$ cat src/rtl/debug_uart_pkg.sv
// Shared types and helpers for the buffered debug UART transmitter.
package debug_uart_pkg;

  typedef enum logic [2:0] {
    IDLE,
    START,
    DATA,
    PARITY,
    STOP
  } uart_state_t;

  localparam int DATA_BITS = 8;

  function automatic int calc_cpb(input int clk_hz, input int bit_rate);
    return clk_hz / bit_rate;
  endfunction

  function automatic int calc_cnt_w(input int cpb);
    return (cpb <= 2) ? 1 : $clog2(cpb);
  endfunction

endpackage

$ cat src/rtl/debug_uart_fifo.sv
// Small synchronous byte FIFO; the extra level bit separates full from empty.
module debug_uart_fifo #(
  parameter int DEPTH = 4
) (
  input  logic                     clk,
  input  logic                     rst_n,
  input  logic                     push,
  input  logic [7:0]               push_data,
  input  logic                     pop,
  output logic [7:0]               pop_data,
  output logic [$clog2(DEPTH):0]   level,
  output logic                     full,
  output logic                     empty
);

  localparam int AW = $clog2(DEPTH);

  logic [7:0]    mem [DEPTH];
  logic [AW-1:0] wr_ptr_reg;
  logic [AW-1:0] rd_ptr_reg;
  logic [AW:0]   level_reg;
  logic          do_push;
  logic          do_pop;

  assign do_push = push && !full;
  assign do_pop  = pop && !empty;

  // Power-of-two depth lets the pointers wrap by plain overflow.
  always_ff @(posedge clk or negedge rst_n) begin
    if (!rst_n) begin
      wr_ptr_reg <= '0;
      rd_ptr_reg <= '0;
      level_reg  <= '0;
    end else begin
      if (do_push) wr_ptr_reg <= wr_ptr_reg + 1'b1;
      if (do_pop)  rd_ptr_reg <= rd_ptr_reg + 1'b1;
      case ({do_push, do_pop})
        2'b10:   level_reg <= level_reg + 1'b1;
        2'b01:   level_reg <= level_reg - 1'b1;
        default: level_reg <= level_reg;
      endcase
    end
  end

  always_ff @(posedge clk) begin
    if (do_push) mem[wr_ptr_reg] <= push_data;
  end

  assign pop_data = mem[rd_ptr_reg];
  assign level    = level_reg;
  assign full     = (level_reg == (AW+1)'(DEPTH));
  assign empty    = (level_reg == '0);

endmodule

$ cat src/rtl/debug_uart_tx_fifo.sv
// Buffered 8N1 debug UART transmitter: CPU byte writes queue in a FIFO and are serialised.
// Define DEBUG_UART_TX_PARITY_EN to add an even-parity bit after the data bits.
module debug_uart_tx_fifo
  import debug_uart_pkg::*;
#(
  parameter int CLK_HZ     = 64_000_000,
  parameter int BIT_RATE   = 4_000_000,
  parameter int FIFO_DEPTH = 4
) (
  input  logic                          clk,
  input  logic                          rst_n,
  input  logic                          wr_en,
  input  logic [7:0]                    wr_data,
  input  logic                          ovf_clr,
  output logic                          txd,
  output logic                          tx_busy,
  output logic                          fifo_full,
  output logic [$clog2(FIFO_DEPTH):0]   fifo_level,
  output logic                          overflow
);

  localparam int CPB = calc_cpb(CLK_HZ, BIT_RATE);
  localparam int CW  = calc_cnt_w(CPB);

  uart_state_t state_reg, state_next;
  logic [CW-1:0] baud_reg, baud_next;
  logic [2:0]    bit_reg, bit_next;
  logic [7:0]    shift_reg, shift_next;
  logic          txd_reg, txd_next;
  logic          ovf_reg;
  logic          at_bound;
  logic          pop;
  logic [7:0]    pop_data;
  logic          fifo_empty;
`ifdef DEBUG_UART_TX_PARITY_EN
  logic          parity_reg, parity_next;
`endif

  debug_uart_fifo #(
    .DEPTH(FIFO_DEPTH)
  ) u_fifo (
    .clk       (clk),
    .rst_n     (rst_n),
    .push      (wr_en),
    .push_data (wr_data),
    .pop       (pop),
    .pop_data  (pop_data),
    .level     (fifo_level),
    .full      (fifo_full),
    .empty     (fifo_empty)
  );

  assign at_bound = (baud_reg == CW'(CPB - 1));

  always_ff @(posedge clk or negedge rst_n) begin
    if (!rst_n) begin
      state_reg  <= IDLE;
      baud_reg   <= '0;
      bit_reg    <= '0;
      shift_reg  <= '0;
      txd_reg    <= 1'b1;
      ovf_reg    <= 1'b0;
`ifdef DEBUG_UART_TX_PARITY_EN
      parity_reg <= 1'b0;
`endif
    end else begin
      state_reg  <= state_next;
      baud_reg   <= baud_next;
      bit_reg    <= bit_next;
      shift_reg  <= shift_next;
      txd_reg    <= txd_next;
`ifdef DEBUG_UART_TX_PARITY_EN
      parity_reg <= parity_next;
`endif
      // A write landing on a full FIFO beats a simultaneous clear.
      if (wr_en && fifo_full) ovf_reg <= 1'b1;
      else if (ovf_clr)       ovf_reg <= 1'b0;
    end
  end

  always_comb begin
    state_next  = state_reg;
    baud_next   = baud_reg;
    bit_next    = bit_reg;
    shift_next  = shift_reg;
    pop         = 1'b0;
    txd_next    = 1'b1;
`ifdef DEBUG_UART_TX_PARITY_EN
    parity_next = parity_reg;
`endif

    if (state_reg != IDLE) baud_next = at_bound ? '0 : baud_reg + 1'b1;

    case (state_reg)
      IDLE: begin
        if (!fifo_empty) begin
          pop        = 1'b1;
          shift_next = pop_data;
          state_next = START;
          baud_next  = '0;
        end
      end
      START: begin
        if (at_bound) begin
          state_next = DATA;
          bit_next   = '0;
        end
      end
      DATA: begin
        if (at_bound) begin
          shift_next = {1'b0, shift_reg[7:1]};
          bit_next   = bit_reg + 1'b1;
          if (bit_reg == 3'(DATA_BITS - 1)) begin
`ifdef DEBUG_UART_TX_PARITY_EN
            state_next = PARITY;
`else
            state_next = STOP;
`endif
          end
        end
      end
      PARITY: begin
        if (at_bound) state_next = STOP;
      end
      STOP: begin
        // Reload straight into START so back-to-back frames carry no idle gap.
        if (at_bound) begin
          if (!fifo_empty) begin
            pop        = 1'b1;
            shift_next = pop_data;
            state_next = START;
          end else begin
            state_next = IDLE;
          end
        end
      end
      default: state_next = IDLE;
    endcase

`ifdef DEBUG_UART_TX_PARITY_EN
    if (pop) parity_next = ^pop_data;
`endif

    // txd is registered from the next state so the pin never glitches.
    case (state_next)
      START:   txd_next = 1'b0;
      DATA:    txd_next = shift_next[0];
`ifdef DEBUG_UART_TX_PARITY_EN
      PARITY:  txd_next = parity_next;
`endif
      default: txd_next = 1'b1;
    endcase
  end

  assign txd      = txd_reg;
  assign overflow = ovf_reg;
  assign tx_busy  = (state_reg != IDLE) || (fifo_level != '0);

endmodule
$ cat config.mk
export PLATFORM = sky130hd
export DESIGN_NAME = debug_uart_tx_fifo
export DESIGN_NICKNAME = d
export VERILOG_FILES = /design/src/rtl/debug_uart_pkg.sv /design/src/rtl/debug_uart_fifo.sv /design/src/rtl/debug_uart_tx_fifo.sv
export SDC_FILE = /design/constraint.sdc
export NUM_CORES = 1
export LEC_CHECK = 0
export ABC_CLOCK_PERIOD_IN_PS = 3000
export BUFFER_PORTS_ARGS = -buffer_cell sky130_fd_sc_hd__buf_2
export CELL_PAD_IN_SITES_DETAIL_PLACEMENT = 1
export CELL_PAD_IN_SITES_GLOBAL_PLACEMENT = 2
export CORE_MARGIN = 4
export CORE_UTILIZATION = 40
export CTS_CLUSTER_SIZE = 8
export DETAILED_ROUTE_END_ITERATION = 10
export PLACE_DENSITY = 0.78
export SKIP_LAST_GASP = 1
export SLEW_MARGIN = 10
export SYNTH_ARGS = -nofsm -noshare
export SYNTH_HDL_FRONTEND = slang
export SYNTH_SLANG_ARGS = --single-unit
$ cat constraint.sdc
create_clock -name clk -period 3 [get_ports clk]
set_input_delay 0.15 -clock clk [delete_from_list [all_inputs] [get_ports clk]]
set_output_delay 0.15 -clock clk [all_outputs]
set_load 0.03 [all_outputs]
# Word-level counts from Yosys, hierarchy flattened
# Memories as Yosys holds them, arrays and structs flattened.
# Index checks and enable logic that the tools add are counted.
[word_totals]
register_bits = 27
ram_bits = 32
in_bits = 12
out_inout_bits = 7
elab_cells = 75
n_memories = 1
[memory_table]
columns = ["memory", "depth", "width", "read_ports", "rd_ports_with_merged_regs", "wr", "line", "text"]
rows = [
  ["u_fifo.mem", 4, 8, 1, 0, 1, "debug_uart_fifo.sv:18", "logic [7:0] mem [DEPTH];"],
]
[op_classes]
n_addsub = 6
n_eq_ne = 14
n_mux = 28
n_reduce_logical = 16
[ops]
columns = ["cell", "count"]
rows = [
  ["two-way mux 3 bit", 8],
  ["two-way mux 8 bit", 3],
  ["case mux 8 bit (3 select lines)", 1],
  ["two-way mux 4 bit", 4],
  ["case mux 3 bit (5 select lines)", 1],
  ["case mux 3 bit (2 select lines)", 2],
  ["equality test 3 x 2 -> 1 bit, second input constant", 3],
  ["equality test 3 bit, second input constant", 3],
  ["nonzero test 3 bit", 3],
  ["two-way mux 1 bit", 7],
  ["adder 3 x 1 -> 3 bit, second input constant", 2],
  ["equality test 3 x 1 -> 1 bit, second input constant", 2],
  ["logical NOT 3 bit", 2],
  ["!= test 2 bit, second input constant", 3],
  ["AND reduction 3 bit", 2],
  ["nonzero test 2 bit", 3],
  ["adder 2 x 1 -> 2 bit, second input constant", 2],
  ["adder 4 x 1 -> 4 bit, second input constant", 1],
  ["equality test 4 bit, second input constant", 1],
  ["case mux 1 bit (2 select lines)", 2],
  ["logical AND 1 bit", 3],
  ["subtractor 3 x 1 -> 3 bit, second input constant", 1],
  ["equality test 2 x 1 -> 1 bit, second input constant", 1],
  ["equality test 2 bit, second input constant", 1],
  ["2 further kinds", 3],
]

# Depth between registers and ports, before layout
# Gate-level depths: netlist of the first run.
[depth]
ltp_word = 7
depth_mapped = 10
depth_no_buf = 10

# Cells and area by module
# From an unflattened synthesis of the first run, not the netlist that was laid out.
[unflattened]
hier_cells = 196
area_unflattened_um2 = 2737.6
[by_module_without_submodules]
columns = ["module", "instances", "cells_per_inst", "area_each_um2", "seq_area_each_um2"]
rows = [
  ["debug_uart_fifo", 1, 79, 1592.8, 1136.1],
  ["debug_uart_tx_fifo", 1, 117, 1144.8, 501.7],
]

# Worst setup path before layout of the first run
# No wires, ideal clock.
[synth_path]
path_kind = "reg2reg"
startpoint = "register baud_reg[0]"
endpoint = "register u_fifo.level_reg[2] (netlist: u_fifo.level[2])"
setup_ns = 0.081
arrival_ns = 2.330
t_required_ns = 2.919
path_slack_ns = 0.589
stages_incl_launch_ff = 11
path_buffers = 1
period_less_slack_ns = 2.411
cell_sequence = "dfrtp_1 ha_1 nand3_4 a2111oi_4 buf_6 ha_1 inv_1 fa_1 xor2_1 nor2_1 xor2_1"
[synth_via]
elab_chain_cells = 6
elab_cells_between_ends = 8
classes_between = "3 x eq/ne; 3 x mux; 2 x reduce/logical"
[synth_lines]
columns = ["item", "line", "text"]
rows = [
  ["start: declaration", "debug_uart_tx_fifo.sv:26", "logic [CW-1:0] baud_reg, baud_next;"],
  ["start signal: assignment", "debug_uart_tx_fifo.sv:68", "baud_reg <= baud_next;"],
  ["equality test 4 bit *", "debug_uart_tx_fifo.sv:53", "assign at_bound = (baud_reg == CW'(CPB - 1));"],
  ["two-way mux 1 bit *", "debug_uart_tx_fifo.sv:127", "if (at_bound) begin"],
  ["case mux 1 bit (2 select lines) *", "debug_uart_tx_fifo.sv:94", "case (state_reg)"],
  ["logical AND 1 bit *", "debug_uart_fifo.sv:26", "assign do_pop = pop && !empty;"],
  ["net u_fifo.do_pop", "debug_uart_fifo.sv:23", "logic do_pop;"],
  ["equality test 2 x 1 -> 1 bit / equality test 2 bit (equally long branches)", "debug_uart_fifo.sv:37", "case ({do_push, do_pop})"],
  ["case mux 3 bit (2 select lines) / nonzero test 2 bit (equally long branches)", "-", ""],
  ["end signal: assignment", "debug_uart_fifo.sv:38", "2'b10: level_reg <= level_reg + 1'b1;"],
  ["end signal: assignment", "debug_uart_fifo.sv:39", "2'b01: level_reg <= level_reg - 1'b1;"],
  ["end signal: assignment", "debug_uart_fifo.sv:40", "default: level_reg <= level_reg;"],
  ["end: declaration", "debug_uart_fifo.sv:21", "logic [AW:0] level_reg;"],
]
# Mark *: on every way through the listed nets, which the timed path passes. The rest lies on a longest branch.
# A chain may end at the register's enable or synchronous reset.

# Worst setup path in the final report of the first run
[layout_path]
startpoint = "register baud_reg[0]"
endpoint = "register u_fifo.level_reg[2] (netlist: u_fifo.level[2])"
[layout_via]
elab_chain_cells = 6
elab_cells_between_ends = 8
classes_between = "3 x eq/ne; 3 x mux; 2 x reduce/logical"
[layout_lines]
columns = ["item", "line"]
rows = [
  ["equality test 4 bit *", "debug_uart_tx_fifo.sv:53"],
  ["two-way mux 1 bit *", "debug_uart_tx_fifo.sv:127"],
  ["case mux 1 bit (2 select lines) *", "debug_uart_tx_fifo.sv:94"],
  ["logical AND 1 bit *", "debug_uart_fifo.sv:26"],
  ["equality test 2 x 1 -> 1 bit / equality test 2 bit (equally long branches)", "debug_uart_fifo.sv:37"],
  ["case mux 3 bit (2 select lines) / nonzero test 2 bit (equally long branches)", "-"],
]
# Every way passes the cells marked *; elsewhere a longest branch is shown, timed or not.

==> results of run 1 <==
==> routing by layer <==
| metal | track usage, % | part of all wire, % | vias up |
|---|---|---|---|
| met4 | 6.22 | 1.5 | 0 |
| met5 | 0 | 0 | - |
| li1 | - | - | 731 |
| met1 | 18.1 | 44 | 784 |
| met2 | 25.1 | 52 | 20 |
| met3 | 5.25 | 3.4 | 9 |
==> cells in the final DEF, fill, tap and decap left out, drive strengths merged, types with 2 or more instances in the layout <==
| master | Yosys | routed |
|---|---|---|
| and2 | 6 | 6 |
| nor3 | 4 | 4 |
| a22o | 7 | 7 |
| mux2 | 2 | 2 |
| clkinv | 0 | 3 |
| a21oi | 6 | 6 |
| xnor2 | 3 | 3 |
| nand2 | 13 | 13 |
| o21ai | 14 | 14 |
| clkbuf | 2 | 9 |
| xor2 | 3 | 3 |
| nor2 | 6 | 6 |
| inv | 9 | 12 |
| ha | 8 | 8 |
| nand4 | 2 | 2 |
| a22oi | 7 | 7 |
| dfrtp | 26 | 26 |
| buf | 5 | 19 |
| mux4 | 8 | 8 |
| edfxtp | 32 | 32 |
| dlygate4sd3 | 0 | 4 |
==> through the flow <==
step / utilization [%] / hold WS, ns / power [mW] / std cells / instance area [µm²]
final: 47.1 / 0.0234 / 2.98 / 289 / 3010
after global routing: 47.1 / 0.00315 / 3.21 / 289 / 3010
after floorplan: - / -0.146 / 2.03 / 180 / 2640
after detailed placement: 43.2 / 0.218 / 2.27 / 269 / 2760
after global placement: 43.2 / 0.186 / 2.17 / 269 / 2760
after CTS: 46.6 / 0.00312 / 3.02 / 286 / 2980
==> critical path: stages (launching register included) <==
cell	delay, ns
dfrtp_1	0.42
ha_1	0.31
nand3_4	0.18
a2111oi_4	0.41
ha_1	0.24
inv_1	0.06
fa_1	0.37
xor2_1	0.15
nor2_1	0.11
xor2_1	0.15
==> power by group <==
part / leakage (nW) / internal [mW] / switching [mW]
Sequential: 0.619 / 1.12 / 0.261
Clock: 0.105 / 0.396 / 0.351
Combinational: 0.459 / 0.389 / 0.457
==> worst paths after layout <==
kind | start | cells after the start | end
max | baud_reg[0] | 9 | u_fifo.level[2]
min | wr_data[1] | 1 | u_fifo.mem[1][1]
max reg2reg | baud_reg[0] | 9 | u_fifo.level[2]
min reg2reg | overflow | 1 | overflow
max in group asynchronous | rst_n | 2 | overflow
min in group asynchronous | rst_n | 2 | baud_reg[3]
==> final cells by class <==
type / instances / area [µm²]
multi-input combinational: 105 / 896
tap: 77 / 96.3
fill: 646 / 3380
inverter: 9 / 33.8
clock buffer: 9 / 124
sequential: 59 / 1640
clock inverter: 7 / 82.6
timing repair buffer: 23 / 138
==> cells by family after synthesis <==
| logic type | count (synthesis) | share of synthesized area [%] |
|---|---|---|
| flip-flops | 59 | 62.2 |
| AO/OA/AOI/OAI | 42 | 11.6 |
| AND/OR/NAND/NOR | 37 | 7.50 |
| buffers and inverters | 16 | 3.85 |
| multiplexers | 11 | 8.07 |
| adder cells (fa/ha/maj) | 9 | 4.56 |
| XOR/XNOR | 6 | 2.28 |
==> metrics, run 1 <==
Tmin final=2.48 ns; gr ovfl total=0; initial antenna violation count=0; Diodes inserted=0; chip height=89.2 µm; clock-pin slew on the worst setup and hold paths=about 0.07 ns; fmax=0.404 GHz; synth cell count leaders=edfxtp_1, dfrtp_1, o21ai_0; max reg flops=32; CTS H-tree lvls=3; Yosys top cell area share=36.5%; RSZ-0062 raised after global routing=no; R2R Setup Slk=~0.52 ns; synth top area cells=edfxtp_1, dfrtp_1, mux4_2; CP startpoint kind=flop; Total Nets Final=228; Final Max Slew Viols=0; post-synthesis cell type count=41; DR WL/cell=17.6 µm; status=finished clean; FP Rows=29; FFs w/ async S/R, synth=45.8%; Post-Place Setup Slack=0.499 ns; PwrDens=989 mW/mm²; Ys Warns=0; ANT nets after route=0; Final Wtd Congestion=0.802; syn_area_per_cell=approximately 15 µm²; top-count cell post-synth=edfxtp_1; Port Buffers=18; first-pass GRT wire length=8.79 mm; Seq/Total Area, Yosys=between 60 and 70%; cts repair resizes=0; CTS Root Cell=clkbuf_8; vias in the first global route=1751; CTS sink count=between 50 and 60; TritonCTS buffer count=9; hold crit path type=input pin to flop; setup bufs post-CTS=0; fin worst setup slack=about 0.52 ns; Yosys reg bits=59; peak fanout along the critical path=9; CORE AREA=0.00639 mm²; hold buffer count at CTS=1; DIE AREA=0.00795 mm²; Final Skew=between 0.007 and 0.008 ns; post-route setup TNS=0 ns; Relative slew margins=56.4%; GRT Total Usage=between 10% and 20%; DRC viols=0; DRT iter0 DRCs=slightly above 70; DR vias/cell=5.34; final WL=5.08 mm; mapped cell area=0.00264 mm²; P_leak=1.18 nW; IO Pins=19; Hold Fails Final Rpt=0; CP Data Required Time=3.27 ns; Initial Util=41.3%; leading area contributor after synthesis=edfxtp_1; Main synth FF type=edfxtp_1; Mapped Cells=180; DR pass1 iterations=3; Die W=89.2 µm; clk_lat worst skew=around 0.34 ns; final setup fails=0; CTS tree=built; via count=1544; largest net degree at the start of global routing=28; max-cap violations=0; Final HPWL DP=3.56 mm; Syn-to-layout area delta=14.1%; Peak VDD IR=around 0.46 mV; crit end category=flop; CP arrival=about 2.7 ns; Slew @ Worst Pin=between 0.6 and 0.7 ns; period utilisation layout=82.5%; kind of critical path=flop to flop; syn nets=201; Post-synth EDFFs=32; Clock Tree Buf Depth=2; ratio of cells with drive above 1 in the final layout=25.5%
No activity file was read; power rests on OpenSTA's default activity.
==> run 2, diff against run 1 <==
- ABC_AREA: not set -> 1
- ABC_CLOCK_PERIOD_IN_PS: 3000 -> 2100
- CORE_UTILIZATION: 40 -> 35
- PLACE_DENSITY: 0.78 -> 0.79
- clock period: 3 -> 2.1 ns (I/O delays scaled with it)
==> run 2 against run 1 <==
Effect of this change: global-route usage decreased by 1.8 points; design area increased by 12%; first-iteration DRC count increased by 22%; non-clock buffer count increased by 15; clock power increased by 43%; clock skew increased by 0.0020 ns; flip-flop and latch count unchanged; final cell count increased by 49%; synthesized area increased by 5.6%; sequential share of layout area decreased by 6.0 points; critical endpoint is now u_fifo.level[1]; highest routed layer unchanged.
==> metrics, run 2 <==
DR vias/cell=4.65; max reg flops=32; syn_area_per_cell=roughly 10 µm²; Relative slew margins=45.6%; HP Start=wr_en; Port Buffers=18; peak fanout along the critical path=7; R2R Setup Slk=around 0.17 ns; DRT iter0 DRCs=88; clock-pin slew on the worst setup and hold paths=0.07 ns; most frequent cells in the layout=nand2_1, edfxtp_1, inv_1; top-count cell post-synth=nand2_1; final setup fails=0; Slew @ Worst Pin=0.813 ns; DIE AREA=0.00944 mm²; IO Pins=19; Seq/Total Area, Yosys=about three fifths; hold crit path type=input pin to flop; Post-synth EDFFs=32; Clock Tree Buf Depth=2; Critical Path Source=u_fifo.level[1]; largest net degree at the start of global routing=28; FF-to-FF path depth=8; Initial Util=36.0%; Final Wtd Congestion=0.778; Min-Delay Path Depth=4; DR pass1 iterations=4; gr ovfl total=0; Yosys top cell area share=34.5%; first-pass GRT wire length=10.0 mm; CTS sink count=between 50 and 60; fmax=0.517 GHz; GRT Total Usage=13.4%; Die W=roughly 100 µm; FP Rows=32; Non-Filler Cell Area, Final=0.00338 mm²; DR WL/cell=between 10 and 15 µm; chip height=97.2 µm; mapped cell area=0.00278 mm²; synth top area cells=edfxtp_1, dfrtp_1, nand2_1; PwrDens=936 mW/mm²; ANT nets after route=0; Worst Hold Path EP=u_fifo.wr_ptr_reg[0]; CP Data Required Time=2.36 ns; placed cell areas=0.00303 mm²; status=finished clean; post-synthesis cell type count=32; synth cell count leaders=nand2_1, edfxtp_1, inv_1; most common library cell in the layout ignoring fill and taps=nand2_1; kind of critical path=flop to flop; Hold WS=0.212 ns; ratio of cells with drive above 1 in the final layout=about a fifth; vias in the first global route=2087; Diodes inserted=0; CP arrival=2.19 ns; r2r startpoint=u_fifo.level[1]; Tmin final=1.93 ns; TritonCTS buffer count=9; initial antenna violation count=0; CTS Root Cell=clkbuf_8; DRC viols=0; clk_lat worst skew=~0.34 ns; max-cap violations=0; CORE AREA=0.00773 mm²; Final Max Slew Viols=0; FFs w/ async S/R, synth=45.8%; post-layout util=43.7%; CTS H-tree lvls=3; Total Nets Final=344; leading area contributor after synthesis=edfxtp_1; R2R Path End=u_fifo.level[1]; syn nets=300; period utilisation layout=92.0%; Peak VDD IR=0.475 mV; via count=around 2000; Hold Fails Final Rpt=0; Yosys reg bits=59; Final Skew=0.00987 ns; crit end category=flop; P_leak=about 1.5 nW; Mapped Cells=279; Ys Warns=0; CTS tree=built; CP startpoint kind=flop; Syn-to-layout area delta=21.4%; Main synth FF type=edfxtp_1; Final HPWL DP=4.12 mm; final WL=5.77 mm
run 2: changes by cell type in the layout (fill, tap and decap cells not counted), moves of 6 or more:
cell,before,now
nand2_1,13,85
inv_1,9,29
nand3_1,0,17
buf_4,1,9
mux4_2,8,0
dlygate4sd3_1,4,11
and2_1,6,0
nor2_1,6,12
run 2: layout make-up:
| type | count | area, µm² |
|---|---|---|
| Multi-Input combinational cell | 181 | 1010 |
| Tap cell | 102 | 128 |
| Clock inverter | 7 | 81.3 |
| Fill cell | 868 | 4350 |
| Clock buffer | 9 | 124 |
| Inverter | 34 | 128 |
| Timing Repair Buffer | 38 | 268 |
| Sequential cell | 59 | 1640 |
run 2: stage by stage:
step                      total power [mW]  setup TNS, ns  setup slack (ns)  std cells
after floorplan                       1.88              0           0.00391        279
final                                 3.16              0             0.167        430
after CTS                             3.21              0            0.0122        429
after global routing                  3.37       -0.00918          -0.00918        430
after global placement                2.07              0            0.0767        402
after detailed placement              2.10              0            0.0273        402
run 2: worst max-delay path, cell delays in order, from the launching register on:
cell,delay [ns]
dfrtp_1,0.40
nor2_1,0.20
nand2_2,0.16
nand2_4,0.14
nor2_4,0.05
ha_1,0.19
inv_1,0.11
fa_2,0.44
o21ai_0,0.16
run 2: worst max path at each step:
stage                                  to  slack [ns]  depth (start not counted)
after floorplan           u_fifo.level[2]       0.004                         10
after detailed placement  u_fifo.level[2]        0.03                         11
after global placement    u_fifo.level[2]        0.08                         11
final                     u_fifo.level[1]        0.17                          8
after CTS                 u_fifo.level[2]        0.01                         11
after global routing      u_fifo.level[2]      -0.009                         11
run 2: per-layer routing:
| layer | part of all wire, % | vias up | GRT usage, % |
|---|---|---|---|
| met5 | 0 | - | 0 |
| met4 | 1.5 | 0 | 5.83 |
| met3 | 2.3 | 7 | 3.80 |
| met2 | 50 | 22 | 21.9 |
| met1 | 46 | 960 | 16.6 |
| li1 | - | 1009 | - |
run 2: logic make-up (layout without fill, tap and decap cells):
| kind of cell | count (synthesis) | in the layout | synth area share [%] |
|---|---|---|---|
| compound gates | 41 | 41 | 8.81 |
| xor+xnor | 5 | 5 | 1.84 |
| fa+ha+maj | 9 | 9 | 4.32 |
| buf+inv | 39 | 88 | 5.67 |
| flops | 59 | 59 | 58.9 |
| simple gates | 126 | 126 | 20.5 |
run 2: repair_timing:
action / CTS / global route
resized for setup: 0 / 6
endpoints found under the hold margin: 59 / 0
setup endpoints to repair: 0 / 1
buffers inserted: 0 / 1
hold buffers: 11 / 0
run 2: where the power goes:
group / internal, mW / switching, mW
logic: 0.196 / 0.413
registers: 1.42 / 0.0646
clock network: 0.566 / 0.503
